[src/rtl/npu_pkg.sv]
`default_nettype none
// ============================================================================
// Package  : npu_pkg
// Purpose  : Shared defaults, datapath widths and FSM state encoding for the
//            NPU frame scheduling logic.
// Contents : IMG_PIX_DEF / OUT_CNT_DEF / TIMEOUT_DEF frame defaults,
//            RES_W / ADDR_W / PIX_W widths, fsm_state_t scheduler states.
// Revision : 1.0 - initial release
// ============================================================================
package npu_pkg;

  localparam int IMG_PIX_DEF = 1024;  // 32x32 input pixels per frame
  localparam int OUT_CNT_DEF = 225;   // 15x15 pooled results per frame
  localparam int TIMEOUT_DEF = 8192;  // cycles allowed from last pixel to done

  localparam int RES_W  = 22;         // signed extractor result width
  localparam int ADDR_W = 10;         // frame memory read address width
  localparam int PIX_W  = 8;          // pixel width

  typedef enum logic [2:0] {
    ST_IDLE   = 3'd0,
    ST_ARB    = 3'd1,
    ST_START  = 3'd2,
    ST_STREAM = 3'd3,
    ST_DRAIN  = 3'd4,
    ST_FINISH = 3'd5,
    ST_ERROR  = 3'd6
  } fsm_state_t;

endpackage : npu_pkg
`default_nettype wire

[src/rtl/frame_scheduler_rr_arbiter.sv]
`default_nettype none
// ============================================================================
// Module   : rr_arbiter
// Purpose  : Two-way round-robin arbiter. Remembers the requester served most
//            recently and, on a simultaneous request, picks the other one.
// Ports    : clk, rst (async, active-low)
//            req[1:0]   - request vector
//            update     - strobe: record upd_idx as the most recent winner
//            upd_idx    - index of the requester just served
//            choice[1:0]- one-hot winner for the current req (0 if none)
//            choice_idx - index of the winner
// Revision : 1.0 - initial release
// ============================================================================
module rr_arbiter (
  input  logic       clk,
  input  logic       rst,
  input  logic [1:0] req,
  input  logic       update,
  input  logic       upd_idx,
  output logic [1:0] choice,
  output logic       choice_idx
);

  // Index served most recently. Resetting it to 1 makes requester 0 win the
  // first contested arbitration.
  logic last;

  always_ff @(posedge clk or negedge rst) begin
    if (!rst) begin
      last <= 1'b1;
    end else if (update) begin
      last <= upd_idx;
    end
  end

  always_comb begin
    choice     = 2'b00;
    choice_idx = 1'b0;
    case (req)
      2'b01: begin
        choice     = 2'b01;
        choice_idx = 1'b0;
      end
      2'b10: begin
        choice     = 2'b10;
        choice_idx = 1'b1;
      end
      2'b11: begin
        choice_idx = ~last;
        choice     = last ? 2'b01 : 2'b10;
      end
      default: begin
        choice     = 2'b00;
        choice_idx = 1'b0;
      end
    endcase
  end

endmodule : rr_arbiter
`default_nettype wire

[src/rtl/frame_scheduler.sv]
`default_nettype none
// ============================================================================
// Module   : frame_scheduler
// Purpose  : Arbitrates two requesters for a shared feature extractor, streams
//            the winner's frame from its memory into the extractor, forwards
//            the extractor's results tagged with the requester index, and
//            closes each frame with a done or error pulse.
// Ports    : clk, rst (async, active-low)
//            req[1:0]            - level frame requests
//            grant[1:0]          - one-hot grant, held while the frame runs
//            pix_rd_addr[9:0]    - shared frame memory read address
//            pix_rd_data0/1[7:0] - memory data, one cycle after the address
//            fe_start            - one-cycle start pulse to the extractor
//            fe_pixel_valid/fe_pixel[7:0] - pixel stream to the extractor
//            fe_result[21:0], fe_result_valid, fe_done - extractor outputs
//            res_data[21:0], res_valid, res_id, res_last - forwarded results
//            frame_done, frame_err (pulses), busy
// Revision : 1.0 - initial release
// ============================================================================
module frame_scheduler
  import npu_pkg::*;
#(
  parameter int IMG_PIX = IMG_PIX_DEF,
  parameter int OUT_CNT = OUT_CNT_DEF,
  parameter int TIMEOUT = TIMEOUT_DEF
) (
  input  logic                    clk,
  input  logic                    rst,
  input  logic [1:0]              req,
  output logic [1:0]              grant,
  output logic [ADDR_W-1:0]       pix_rd_addr,
  input  logic [PIX_W-1:0]        pix_rd_data0,
  input  logic [PIX_W-1:0]        pix_rd_data1,
  output logic                    fe_start,
  output logic                    fe_pixel_valid,
  output logic [PIX_W-1:0]        fe_pixel,
  input  logic signed [RES_W-1:0] fe_result,
  input  logic                    fe_result_valid,
  input  logic                    fe_done,
  output logic signed [RES_W-1:0] res_data,
  output logic                    res_valid,
  output logic                    res_id,
  output logic                    res_last,
  output logic                    frame_done,
  output logic                    frame_err,
  output logic                    busy
);

  localparam int PCNT_W = $clog2(IMG_PIX + 1);
  localparam int CNT_W  = $clog2(OUT_CNT + 1);
  localparam int TMO_W  = $clog2(TIMEOUT + 1);

  localparam logic [PCNT_W-1:0] PIX_LAST  = PCNT_W'(IMG_PIX - 1);
  localparam logic [ADDR_W-1:0] ADDR_LAST = ADDR_W'(IMG_PIX - 1);
  localparam logic [CNT_W-1:0]  RES_FULL  = CNT_W'(OUT_CNT);
  localparam logic [CNT_W-1:0]  RES_LIDX  = CNT_W'(OUT_CNT - 1);
  localparam logic [TMO_W-1:0]  TMO_LAST  = TMO_W'(TIMEOUT - 1);

  fsm_state_t        state;
  fsm_state_t        state_nxt;
  logic [PCNT_W-1:0] pix_cnt;     // valid beats already issued in STREAM
  logic [CNT_W-1:0]  res_cnt;     // results forwarded this frame
  logic              overflow;    // a result arrived after the frame was full
  logic [TMO_W-1:0]  tmo_cnt;     // cycles spent in DRAIN
  logic              gnt_idx;     // index of the requester being served
  logic [1:0]        arb_choice;
  logic              arb_idx;

  logic              in_frame;
  logic              res_take;
  logic              res_drop;
  logic [CNT_W-1:0]  cnt_eff;
  logic              done_ok;

  rr_arbiter u_arb (
    .clk        (clk),
    .rst        (rst),
    .req        (req),
    .update     (frame_done | frame_err),
    .upd_idx    (gnt_idx),
    .choice     (arb_choice),
    .choice_idx (arb_idx)
  );

  // Results are only meaningful while a frame is in flight.
  assign in_frame = (state == ST_STREAM) || (state == ST_DRAIN);
  assign res_take = in_frame && fe_result_valid && (res_cnt != RES_FULL);
  assign res_drop = in_frame && fe_result_valid && (res_cnt == RES_FULL);

  // A result arriving together with fe_done is counted before judging the
  // frame, so evaluate completion on the post-update count and overflow.
  assign cnt_eff = res_cnt + CNT_W'(res_take);
  assign done_ok = (cnt_eff == RES_FULL) && !overflow && !res_drop;

  // Moore outputs decoded from the registered state.
  assign fe_start       = (state == ST_START);
  assign fe_pixel_valid = (state == ST_STREAM);
  assign fe_pixel       = fe_pixel_valid ? (gnt_idx ? pix_rd_data1 : pix_rd_data0)
                                         : '0;
  assign frame_done     = (state == ST_FINISH);
  assign frame_err      = (state == ST_ERROR);
  assign busy           = (state != ST_IDLE);

  always_ff @(posedge clk or negedge rst) begin
    if (!rst) begin
      state <= ST_IDLE;
    end else begin
      state <= state_nxt;
    end
  end

  always_comb begin
    state_nxt = state;
    case (state)
      ST_IDLE:   if (req != 2'b00) state_nxt = ST_ARB;
      // A request withdrawn before arbitration leaves nothing to serve.
      ST_ARB:    state_nxt = (arb_choice != 2'b00) ? ST_START : ST_IDLE;
      ST_START:  state_nxt = ST_STREAM;
      ST_STREAM: if (pix_cnt == PIX_LAST) state_nxt = ST_DRAIN;
      ST_DRAIN: begin
        if (fe_done) begin
          state_nxt = done_ok ? ST_FINISH : ST_ERROR;
        end else if (tmo_cnt == TMO_LAST) begin
          state_nxt = ST_ERROR;
        end
      end
      ST_FINISH: state_nxt = ST_IDLE;
      ST_ERROR:  state_nxt = ST_IDLE;
      default:   state_nxt = ST_IDLE;
    endcase
  end

  always_ff @(posedge clk or negedge rst) begin
    if (!rst) begin
      grant       <= 2'b00;
      gnt_idx     <= 1'b0;
      pix_rd_addr <= '0;
      pix_cnt     <= '0;
      res_cnt     <= '0;
      overflow    <= 1'b0;
      tmo_cnt     <= '0;
      res_data    <= '0;
      res_valid   <= 1'b0;
      res_id      <= 1'b0;
      res_last    <= 1'b0;
    end else begin
      if (state == ST_ARB && state_nxt == ST_START) begin
        grant   <= arb_choice;
        gnt_idx <= arb_idx;
      end
      if (state_nxt == ST_FINISH || state_nxt == ST_ERROR) begin
        grant <= 2'b00;
      end

      // Address 0 is presented during START; its data becomes the first
      // STREAM beat. The address then runs one ahead of the beat counter and
      // parks on the last address for the final beat.
      case (state)
        ST_START:  pix_rd_addr <= ADDR_W'(1);
        ST_STREAM: if (pix_rd_addr != ADDR_LAST) pix_rd_addr <= pix_rd_addr + ADDR_W'(1);
        default:   pix_rd_addr <= '0;
      endcase

      pix_cnt <= (state == ST_STREAM) ? pix_cnt + PCNT_W'(1) : '0;
      tmo_cnt <= (state == ST_DRAIN)  ? tmo_cnt + TMO_W'(1)  : '0;

      if (state == ST_START) begin
        res_cnt  <= '0;
        overflow <= 1'b0;
      end else begin
        if (res_take) res_cnt  <= res_cnt + CNT_W'(1);
        if (res_drop) overflow <= 1'b1;
      end

      res_valid <= res_take;
      res_last  <= res_take && (res_cnt == RES_LIDX);
      res_id    <= res_take && gnt_idx;
      if (res_take) begin
        res_data <= fe_result;
      end
    end
  end

endmodule : frame_scheduler
`default_nettype wire
[config.mk]
export PLATFORM = sky130hd
export DESIGN_NAME = frame_scheduler
export DESIGN_NICKNAME = d
export VERILOG_FILES = /design/src/rtl/npu_pkg.sv /design/src/rtl/frame_scheduler_rr_arbiter.sv /design/src/rtl/frame_scheduler.sv
export SDC_FILE = /design/constraint.sdc
export NUM_CORES = 1
export LEC_CHECK = 0
export BUFFER_PORTS_ARGS = -buffer_cell sky130_fd_sc_hd__buf_2
export CORE_ASPECT_RATIO = 0.7
export CORE_MARGIN = 2
export CORE_UTILIZATION = 53
export DETAILED_ROUTE_END_ITERATION = 10
export HOLD_SLACK_MARGIN = 0.1
export PLACE_DENSITY = 0.86
export SYNTH_ARGS = -nofsm -noshare
export SYNTH_HDL_FRONTEND = slang
export SYNTH_SLANG_ARGS = --single-unit
[constraint.sdc]
create_clock -name clk -period 3.75 [get_ports clk]
set_clock_uncertainty 0.2 [all_clocks]
set_input_delay 0.375 -clock clk [delete_from_list [all_inputs] [get_ports clk]]
set_output_delay 0.375 -clock clk [all_outputs]
set_load 0.1 [all_outputs]
### After elaboration in Yosys (flattened, before gate mapping)

Cells that the tools add are included.

* output and inout port bits: 50
* register bits after elaboration: 76
* input port bits: 44
* logic and storage cells: 81

* add/subtract/negate cells: 5
* mux-type cells: 22
* eq/ne operators: 20
* reduce and logical (&&, ||, !) cells: 19
* bitwise gates (word level): 2

Operators by type and width (count)
* two-way mux 8 bit: 4
* equality test 8 bit, second input constant: 3
* case mux 10 bit (2 select lines): 1
* equality test 3 bit, second input constant: 5
* case mux 3 bit (5 select lines): 1
* adder 14 x 1 -> 14 bit, second input constant: 1
* equality test 14 x 13 -> 1 bit, second input constant: 1
* two-way mux 14 bit: 1
* two-way mux 3 bit: 4
* adder 11 x 1 -> 11 bit, second input constant: 1
* equality test 11 x 10 -> 1 bit, second input constant: 1
* two-way mux 11 bit: 1
* adder 10 x 1 -> 10 bit, second input constant: 1
* two-way mux 10 bit: 1
* two-way mux 2 bit: 5
* != test 10 bit, second input constant: 1
* nonzero test 2 bit: 5
* equality test 3 x 2 -> 1 bit, second input constant: 3
* adder 8 x 1 -> 8 bit: 1
* adder 8 x 1 -> 8 bit, second input constant: 1
* logical AND 1 bit: 8
* != test 8 bit, second input constant: 1
* case mux 2 bit (3 select lines): 1
* equality test 2 bit, second input constant: 2
* 11 further kinds: 14

### Longest topological paths before layout

* depth in word-level cells: 15
* mapped depth: 12
* gate-level depth less buffers: 11

### Modules after synthesis

Synthesis repeated with hierarchy kept, for this count alone.

* cell total of the unflattened synthesis: 336
* area, all modules: 3693.5 um^2

Modules (own cells, without submodules)
* frame_scheduler: sequential area each 1876.8 um^2, instances 1, area each 3624.7 um^2, cells each 329
* rr_arbiter: sequential area each 26.3 um^2, instances 1, area each 68.8 um^2, cells each 7

### Worst setup path before layout

No wires, ideal clock.

* path kind: flip-flop to flip-flop
* start point: register res_cnt[2]
* end point: register state[0]
* buffers on the path: 2
* period minus slack after synthesis: 3.042 ns
* required time: 3.483 ns
* cell stages (with the launch flop): 12
* slack: 0.708 ns
* setup time: 0.067 ns
* arrival: 2.775 ns
* cells stage by stage: dfrtp_1 > clkbuf_1 > nor4b_1 > nand4_1 > nand2_2 > inv_2 > buf_2 > ha_1 > ha_1 > nand4b_1 > nor4_1 > a41o_1

* longest elaborated chain between the ends: 9
* elaborated cells between the ends (all ways): 12
* classes of those cells: 1 x add/sub; 3 x eq/ne; 3 x mux; 5 x reduce/logical

Ends and longest elaborated chain
* start, declared: line frame_scheduler.sv:62 `logic [CNT_W-1:0] res_cnt;`
* start signal, assigned: line frame_scheduler.sv:171 `if (res_take) res_cnt <= res_cnt + CNT_W'(1);`
* != test 8 bit: line frame_scheduler.sv:87 `assign res_take = in_frame && fe_result_valid && (res_cnt != RES_FULL);`
* logical AND 1 bit: line frame_scheduler.sv:87
* via res_take: line frame_scheduler.sv:70 `logic res_take;`
* adder 8 x 1 -> 8 bit: line frame_scheduler.sv:92 `assign cnt_eff = res_cnt + CNT_W'(res_take);`
* equality test 8 bit: line frame_scheduler.sv:93 `assign done_ok = (cnt_eff == RES_FULL) && !overflow && !res_drop;`
* logical AND 1 bit (2 in a row): line frame_scheduler.sv:93
* two-way mux 2 bit: line frame_scheduler.sv:122 `state_nxt = done_ok ? ST_FINISH : ST_ERROR;`
* two-way mux 3 bit: line frame_scheduler.sv:121 `if (fe_done) begin`
* case mux 3 bit (5 select lines): line frame_scheduler.sv:114 `case (state)`
* via state_nxt[0]: line frame_scheduler.sv:60 `fsm_state_t state_nxt;`
* end signal, assigned: line frame_scheduler.sv:108 `state <= state_nxt;`
* end, declared: line frame_scheduler.sv:59 `fsm_state_t state;`

The timed path passes the listed nets, and every way through them passes these cells.
A chain may end at the register's enable or synchronous reset.

### Worst setup path after layout

* start point: register state[2]
* end point: register state[0]

* longest elaborated chain between the ends: 11
* elaborated cells between the ends (all ways): 17
* classes of those cells: 1 x add/sub; 5 x eq/ne; 3 x mux; 8 x reduce/logical

Ends and longest elaborated chain
* equality test 3 x 2 -> 1 bit or equality test 3 bit (tied branches): line frame_scheduler.sv:86, frame_scheduler.sv:114
* logical OR 1 bit: line frame_scheduler.sv:86 `assign in_frame = (state == ST_STREAM) || (state == ST_DRAIN);`
* logical AND 1 bit: line frame_scheduler.sv:87, frame_scheduler.sv:88
* logical AND 1 bit: line frame_scheduler.sv:87
* adder 8 x 1 -> 8 bit: line frame_scheduler.sv:92
* equality test 8 bit: line frame_scheduler.sv:93
* logical AND 1 bit (2 in a row): line frame_scheduler.sv:93
* two-way mux 2 bit: line frame_scheduler.sv:122
* two-way mux 3 bit: line frame_scheduler.sv:121
* case mux 3 bit (5 select lines) *: line frame_scheduler.sv:114
* via state_nxt[0]: line frame_scheduler.sv:60

The timed path passes the listed nets; every way through them passes the cells marked *.

==> metrics.md <==
| Metric | Value |
|---|---|
| Tcrit/Tclk final | `88.20%` |
| Maximum buffer depth of the clock tree | `2` |
| Flops & latches, synth | `76` |
| Max_slew headroom | `39.00%` |
| 1st-iter DRT viols | `185` |
| Most common cell in the netlist | `nand2_1` |
| GRT Total Usage | `24.55%` |
| Placed Area | `4222 µm²` |
| Hold path depth | `3` |
| Commonest cells in the netlist | `nand2_1, dfrtp_1, nor2_1, xor2_1, nand3_1` |
| Reg2Reg Depth | `9` |
| DRT Wirelength | `9.078 mm` |
| Seq/Total Area, Yosys | `51.73%` |
| Post-synth top flop | `dfrtp_1` |
| Max-slew violations | `0` |
| 1st-pass router iterations | `4` |
| DR WL/cell | `15.05 µm` |
| Synth top area share | `51.02%` |
| Hold Startpoint | `req[1]` |
| Storage cell area | `1903 µm²` |
| VDD IR max | `0.0003735 V` |
| Final hold vios | `0` |
| CP startpoint kind | `flip-flop` |
| Nets@finish | `556` |
| Antenna-violating nets left | `0` |
| Starting Density | `54.70%` |
| DR vias/cell | `5.176` |
| Die Width | `103.6 µm` |
| Buffers on Ports | `93` |
| Mean Syn Cell Area | `9.456 µm²` |
| Row Count | `25` |
| Slew @ Worst Pin | `915.0 ps` |
| Post-synth ARST share | `100.0%` |
| CP Capture Type | `flip-flop` |
| CP required | `3840 ps` |
| Setup Buffers After CTS | `0` |
| Chip Height | `73.70 µm` |
| Total gr overflow | `0` |
| Reg-to-reg startpoint | `state[2]` |
| Num ports | `94` |
| Layout fillers | `479` |
| Crit-path max FO | `15` |
| Outcome | `complete, no violations` |
| ANT cells | `0` |
| Area of the multi-input gates | `1662 µm²` |
| Initial antenna violation count | `0` |
| Syn Nets | `441` |
| Num CTS Buffers | `9` |
| Synth Cell Area | `3679 µm²` |
| Clock sinks | `76` |
| Setup TNS | `0 ps` |
| Clock Latency Late Sink | `350 ps` |
| RSZ-0062 raised after global routing | `false` |
| Buffer type at the clock tree root | `clkbuf_8` |
| CTS tree | `done` |
| Area leader, netlist | `dfrtp_1` |
| Hold WC Path Type | `in2reg` |
| Distinct cells, synth | `48` |
| Cells after Synth | `389` |
| Maximum clock frequency | `302.3 MHz` |
| Synth Warn # | `0` |
| Gpl congestion | `0.9545` |
| H-tree Lvls | `3` |
| Synth-to-Final Area Change | `26.05%` |
| Crit path kind | `reg2reg` |
| Pwr per Cell Area | `467.6 nW/µm²` |
| Die Area | `7633 µm²` |
| First-pass GRT wire length | `14.55 mm` |
| CP arrival | `3400 ps` |
| Core area | `6725 µm²` |
| DR vias | `3121` |
| Vias in the first global route | `3063` |
| Share of layout cells above drive strength 1 | `23.77%` |
| Final setup viols | `0` |
| Leakage | `2.351 nW` |
| Max-Cap Viols | `0` |
| Design Area, Final | `4637 µm²` |
| Largest net degree at the start of global routing | `77` |
| Clock transition at path regs | `80 ps` |
| Ranking of synthesized cells by area | `dfrtp_1, nand2_1, xor2_1, nor2_1, ha_1` |
| Final min period | `3308 ps` |
| Worst setup startpoint | `state[2]` |
| DRC violations left | `0` |
| EDFF count, synth | `0` |
| Dpl hpwl | `5.633 mm` |
[path summary, 6_finish.rpt]
path	end	slack, ps
max	state[0]	440
min	grant[1]	150
max reg2reg	state[0]	440
min reg2reg	pix_cnt[0]	270
max in group asynchronous	res_cnt[5]	2250
min in group asynchronous	res_last	510
[worst max-delay path, stage by stage, from the launching register on]
cell and delay [ps]:
dfrtp_1 540, or3b_1 650, a21boi_4 350, nand2_2 110, inv_2 70, ha_1 200
ha_1 240, nand4b_1 170, nor4_1 490, a41o_1 230
[report_power, final]
group          switching [mW]  internal, mW
Clock                   0.314         0.261
Combinational           0.389         0.179
Sequential              0.116         0.909
Total                   0.819          1.35
[repair_timing]
| item | in CTS | in global routing |
|---|---|---|
| hold buffers | 23 | 0 |
| hold endpoints to repair | 97 | 0 |
| resized for setup | 0 | 0 |
| setup endpoints to repair | 0 | 0 |
[cells by family after synthesis]
group | after synthesis | share of synthesized area (%)
AND/OR/NAND/NOR | 205 | 25.82
flip-flops | 76 | 51.73
XOR/XNOR | 37 | 8.810
buffers and inverters | 27 | 3.095
AO/OA/AOI/OAI | 26 | 5.068
multiplexers | 10 | 2.755
adder cells (fa/ha/maj) | 8 | 2.721
[layout by cell type, fill, tap and decap left out, drive strengths merged, types with 4 or more instances in the layout]
cell type,count
nand3,14
xnor2,11
xor2,26
nand4,13
buf,97
nor2,58
inv,12
dfrtp,75
o21ai,5
mux2i,9
clkbuf,10
ha,8
nor3,5
clkinvlp,4
dlygate4sd3,23
and3,9
nand2,83
a21oi,6
[stage by stage]
step / hold WS [ps] / worst slack, ps / utilization, % / power [mW] / cells
floorplan: -120.6 / 708.1 / - / 1.439 / 389
global placement: 252.2 / 683.7 / 62.77 / 1.548 / 564
detailed placement: 255.1 / 517.2 / 62.77 / 1.572 / 564
CTS: 130.9 / 494.6 / 68.95 / 2.170 / 603
global route: 167.7 / 273.6 / 68.95 / 2.289 / 603
finish: 147.8 / 442.4 / 68.95 / 2.168 / 603
[sequential cells by signal, summed over array words and instances, names as in the netlist]
register and count:
u_arb.last 1, res_valid 1, pix_cnt 11, res_cnt 8
res_data 22, res_id 1, pix_rd_addr 10, gnt_idx 1
res_last 1, grant 2, overflow 1, tmo_cnt 14
state 3
[routing by layer]
| metal | GRT usage [%] | up-vias | wire (µm) |
|---|---|---|---|
| li1 | - | 1521 | - |
| met4 | 8.859 | 0 | 161 |
| met2 | 40.25 | 114 | 4182 |
| met3 | 8.696 | 16 | 652 |
| met5 | 0 | - | 0 |
| met1 | 30.77 | 1470 | 4082 |
[final cells by class]
class                   count  area share, %
repair buffers            120          15.70
flip-flops and latches     76          41.04
multi-input cells         286          35.83
inverters                  11         0.8904
clock inverters             6          1.025
clock buffers              10          2.968
well taps                  94          2.536
No activity file was read; power rests on OpenSTA's default activity.
